### src/rtl/barrier_tracker.sv
// Counts s_barrier arrivals per workgroup and pulses a wavefront release mask on completion.
// Accept -> lookup -> registered release (N+2); accepts at most every 2 cycles, held off through release.
module barrier_tracker (
  input  logic        clk,
  input  logic        rst,
  input  logic        barrier_req,
  input  logic [5:0]  barrier_wfid,
  output logic        barrier_ready,
  output logic [5:0]  lookup_wfid,
  input  logic [5:0]  lookup_wgid,
  input  logic [3:0]  lookup_wf_count,
  input  logic        halt,
  input  logic [5:0]  halt_wfid,
  output logic        release_valid,
  output logic [5:0]  release_wgid,
  output logic [39:0] release_mask,
  output logic        dup_err
);

  localparam int NWF = 40;
  localparam int NWG = 64;

  typedef enum logic {IDLE, RELEASE} state_t;

  state_t      state, state_d;
  logic        s1_valid;
  logic [5:0]  s1_wfid;
  logic [39:0] arrived, arrived_d;
  logic [5:0]  wg_of [NWF];
  logic [3:0]  cnt [NWG];

  logic        halt_ok, halt_hit;
  logic [5:0]  halt_idx, halt_wg;
  logic        lk_ok, lk_dup, lk_new, complete;
  logic [5:0]  lk_idx;
  logic [4:0]  eff;
  logic [3:0]  cnt_cur;
  logic [39:0] mask_next;

  assign barrier_ready = (state == IDLE) && !s1_valid;
  // s1_wfid only changes on accept, so it already holds the last looked-up id.
  assign lookup_wfid   = s1_wfid;
  assign release_valid = (state == RELEASE);

  always_comb begin
    halt_ok  = halt && (halt_wfid < 6'd40);
    halt_idx = halt_ok ? halt_wfid : 6'd0;
    halt_hit = halt_ok && arrived[halt_idx];
    halt_wg  = wg_of[halt_idx];

    // A halt on the wavefront being looked up drops its arrival.
    lk_ok  = s1_valid && (s1_wfid < 6'd40) && !(halt_ok && (halt_wfid == s1_wfid));
    lk_idx = (s1_wfid < 6'd40) ? s1_wfid : 6'd0;
    lk_dup = lk_ok && arrived[lk_idx];
    lk_new = lk_ok && !arrived[lk_idx];

    eff      = (lookup_wf_count == 4'd0) ? 5'd1 : {1'b0, lookup_wf_count};
    cnt_cur  = cnt[lookup_wgid] - {3'b000, (halt_hit && (halt_wg == lookup_wgid))};
    complete = lk_new && (({1'b0, cnt_cur} + 5'd1) == eff);

    for (int i = 0; i < NWF; i++) begin
      mask_next[i] = (arrived[i] && (wg_of[i] == lookup_wgid) &&
                      !(halt_hit && (halt_idx == 6'(i)))) || (lk_idx == 6'(i));
    end

    arrived_d = arrived;
    if (halt_hit) arrived_d[halt_idx] = 1'b0;
    if (lk_new)   arrived_d[lk_idx]   = 1'b1;
    if (state == RELEASE) arrived_d = arrived_d & ~release_mask;

    state_d = state;
    case (state)
      IDLE:    if (complete) state_d = RELEASE;
      RELEASE: state_d = IDLE;
      default: state_d = IDLE;
    endcase
  end

  always_ff @(posedge clk or negedge rst) begin
    if (!rst) begin
      state        <= IDLE;
      s1_valid     <= 1'b0;
      s1_wfid      <= 6'd0;
      arrived      <= '0;
      dup_err      <= 1'b0;
      release_wgid <= 6'd0;
      release_mask <= '0;
      for (int i = 0; i < NWF; i++) wg_of[i] <= 6'd0;
      for (int g = 0; g < NWG; g++) cnt[g] <= 4'd0;
    end else begin
      state   <= state_d;
      arrived <= arrived_d;

      if (barrier_req && barrier_ready) begin
        s1_valid <= 1'b1;
        s1_wfid  <= barrier_wfid;
      end else begin
        s1_valid <= 1'b0;
      end

      if (lk_dup) dup_err <= 1'b1;
      if (lk_new) wg_of[lk_idx] <= lookup_wgid;

      // Later writes win: arrival increment already accounts for a same-group halt,
      // and the release exit clear overrides any halt decrement on that group.
      if (halt_hit) cnt[halt_wg] <= cnt[halt_wg] - 4'd1;
      if (lk_new && !complete) cnt[lookup_wgid] <= cnt_cur + 4'd1;
      if (state == RELEASE) cnt[release_wgid] <= 4'd0;

      if (complete) begin
        release_mask <= mask_next;
        release_wgid <= lookup_wgid;
      end else begin
        release_mask <= '0;
        release_wgid <= 6'd0;
      end
    end
  end

endmodule

### config.mk
export PLATFORM = sky130hd
export DESIGN_NAME = barrier_tracker
export DESIGN_NICKNAME = d
export VERILOG_FILES = /design/src/rtl/barrier_tracker.sv
export SDC_FILE = /design/constraint.sdc
export NUM_CORES = 2
export LEC_CHECK = 0
export BUFFER_PORTS_ARGS = -buffer_cell sky130_fd_sc_hd__buf_2
export CORE_UTILIZATION = 50
export CTS_BUF_LIST = sky130_fd_sc_hd__clkbuf_16
export DETAILED_ROUTE_END_ITERATION = 6
export PLACE_DENSITY = 0.73
export SLEW_MARGIN = 30
export SYNTH_ARGS = -nofsm -noshare
export SYNTH_HDL_FRONTEND = slang
export SYNTH_SLANG_ARGS = --single-unit
export TNS_END_PERCENT = 10
### constraint.sdc
create_clock -name clk -period 6.38 [get_ports clk]
set_input_delay 0.319 -clock clk [delete_from_list [all_inputs] [get_ports clk]]
set_output_delay 0.319 -clock clk [all_outputs]
set_load 0.01 [all_outputs]
==> results.md <==
- Status: finished, violations left
- Failing checks: design-rule violations
- Sequential power share: 31.9%
- Post-Syn Area per Cell: 8.42 um2
- Clock share of power: 23.2%
- Max-cap violations: 0
- Hold Path Class: primary input to flip-flop
- Multi-input gate area: 22000 um2
- DRT iter0 DRCs: 7144
- Critical path type: flip-flop to flip-flop
- Internal Power: 9.75 mW
- Cells after Synth: 4566
- Clock slew at reported path FFs: 0.07 ns
- Hold Fails Final Rpt: 0
- Cell family contributing the most delay on the critical path: compound AO/OA/AOI/OAI gates
- Residual DRC: 64
- Routed WL per cell: between 30 and 40 um
- Global-route wire length before repair: 267000 um
- Die W: 279 um
- Vias in the first global route: 38432
- Sw Share: 46.3%
- Routed WL: 184000 um
- Sequential fraction of the synthesis area: 38.5%
- TritonCTS clock tree: built
- Post-synth EDFFs: 0
- Distinct cells, synth: roughly 110
- Register area: 14800 um2
- Slowest stage delay, CP: 0.41 ns
- Sink Count: roughly 600
- Top cell type's share of synthesized area: 38.5%
- Detailed Place HPWL: between 100000 and 150000 um
- Routability cong.: 1.12
- CP arrival: 6.50 ns
- P_sw: 8.40 mW
- Leakage: 18.7 nW
- # IOs: between 80 and 90
- Power Dens Cells: around 410 nW/um2
- Unrepaired setup endpoints after global routing: no
- Post-CTS Setup Repair Bufs: 0
- Clock Skews: roughly 0.023 ns
- Root Driver: clkbuf_16
- Fraction of layout cells with a size suffix above 1: 15.2%
- Detailed-route via count: roughly 40000
- Worst slew margin: roughly 27%
- Detailed Routing Iterations Pass 1: 7
- Initial Utilization: 50.6%
- All-layer global routing usage: 46.7%
- Met2 Use GR: 61.8%
- Grt met1 use: 62.0%
- Cell taking the most area after synthesis: dfrtp_1
- Core ar.: 75900 um2
- Fill cells: 6763
- Post-route ant nets: 0
- Largest net degree at the start of global routing: 166
- Synth Register Bits: 591
- Die height: approximately 280 um
- Element type at the critical path end: flip-flop
- CTS H-tree lvls: 3
- Count of input and output buffers: 80
- Final Cycle Share: approximately 94%
- Max Root-Sink Buffers: 3
- Area Overhead vs Synth: 14.2%
- Via density: between 7 and 8
- Overflow after GRT: 0
- Critical path fanouts, max: 13
- Mapped Nets: 4596
- Total power: 18.2 mW
- Setup-failing EPs final: 0
- Worst Path Required: around 7 ns
- Share of flip-flops with an asynchronous set or reset: 100%
- Post-Syn Area: 38400 um2
- Final Critical Period: between 5 and 6 ns
- Critical path startpoint category: flip-flop
- Top FF cell, synth: dfrtp_1
- Worst-Margin Slew: ~1.1 ns
- Final Util: 57.8%
- Top Usage Layer GRT: met1
- Critical path's slowest cell: dfrtp_1
- Row count: 101
- Max VDD drop: 0.000657 V
- Initial antenna violation count: 8
- YS warnings: 0
- Final net count: between 4000 and 5000
- Top cells by area, synth: dfrtp_1 38%, nand2_1 7.1%, o21ai_0 4.6%
- Gate power share: 44.9%
- Max Fclk: 0.167 GHz
- Met3 usage: 21.8%
- Pins Over Slew Limit: 0
- Clock Latency Late Sink: 0.66 ns
- Crit path buf inv count: 5
- Die ar.: 78000 um2
- Num CTS Buffers: 71
layout make-up:
cell class	instances	share of cell area [%]
well taps	1030	2.94
inverters	45	0.385
clock inverters	52	1.25
diodes	8	0.0456
multi-input cells	3563	50.1
repair buffers	407	7.55
flip-flops and latches	591	33.7
clock buffers	71	4.05
kinds of logic after synthesis:
logic type,share of synthesized area [%]
simple gates,21.4
compound gates,21.2
flops,38.5
buf+inv,4.76
mux,8.27
xor+xnor,5.81
fa+ha+maj,0.130
metrics by stage:
| step | cell area, um2 | instances | setup slack, ns | TNS (ns) | hold WS [ns] |
|---|---|---|---|---|---|
| 6_report | 43900 | 5767 | 0.394 | 0 | 0.164 |
| 5_1_grt | 43900 | 5759 | 0.0697 | 0 | 0.183 |
| 4_1_cts | 43800 | 5758 | 0.114 | 0 | 0.162 |
| 3_5_place_dp | 41400 | 5628 | -0.462 | -64.25 | 0.401 |
| 3_3_place_gp | 41400 | 5628 | -0.386 | -51.45 | 0.400 |
| 2_1_floorplan | 38400 | 4566 | 0.0455 | 0 | 0.0234 |
placed cells by master (no fill, tap or decap), types with 86 or more instances in the layout:
cell type and count:
buf_4 293, nor3_1 86, nand3_1 147, a211oi_1 86, mux2i_1 142, nor2_1 435, a21oi_1 241, xnor2_1 161
nand2_1 727, o21ai_0 355, xor2_1 88, dfrtp_1 590
flip-flops by register name, summed over array words and instances, names as in the netlist:
| signal | cells |
|---|---|
| arrived | 40 |
| cnt | 256 |
| dup_err | 1 |
| lookup_wfid | 6 |
| release_mask | 40 |
| release_valid | 1 |
| release_wgid | 6 |
| s1_valid | 1 |
| wg_of | 240 |
routing by layer:
| metal | part of all wire, % | up-vias |
|---|---|---|
| met2 | 38 | 3537 |
| li1 | - | 16847 |
| met5 | 0.16 | - |
| met3 | 17 | 917 |
| met1 | 37 | 19755 |
| met4 | 7.0 | 16 |
power groups by stage:
stage | Sequential (mW) | Clock [mW] | Combinational (mW)
CTS | 5.69 | 4.21 | 7.72
finish | 5.78 | 4.21 | 8.15
global placement | 5.74 | 0 | 7.61
detailed placement | 5.74 | 0 | 7.68
floorplan | 5.23 | 0 | 4.49
global route | 5.81 | 4.36 | 8.33
path summary, 6_finish.rpt:
kind / from / to / slack [ns] / depth (start not counted)
max reg2reg: wg_of[29] / cnt[10] / 0.39 / 28
max: wg_of[29] / cnt[10] / 0.39 / 28
min in group asynchronous: rst / wg_of[50] / 0.28 / 2
min: barrier_req / s1_valid / 0.16 / 2
min reg2reg: dup_err / dup_err / 0.46 / 1
max in group asynchronous: rst / release_valid / 4.63 / 4
cells in the mapped netlist, drive strengths merged, types with 37 or more instances:
| cell | instances |
|---|---|
| a211oi | 89 |
| a21oi | 243 |
| a22oi | 56 |
| a41oi | 45 |
| buf | 143 |
| clkbuf | 224 |
| dfrtp | 591 |
| inv | 41 |
| mux2 | 81 |
| mux2i | 142 |
| mux4 | 37 |
| nand2 | 732 |
| nand3 | 149 |
| nand4 | 84 |
| nor2 | 443 |
| nor3 | 100 |
| nor4 | 57 |
| o211ai | 39 |
| o21ai | 395 |
| o221ai | 41 |
| o22ai | 78 |
| o31ai | 50 |
| xnor2 | 163 |
| xor2 | 89 |
repair_timing:
action,CTS,global route
hold buffers,7,0
endpoints found under the hold margin,97,0
setup endpoints to repair,0,157
resized for setup,0,8
No activity file was read; power rests on OpenSTA's default activity.
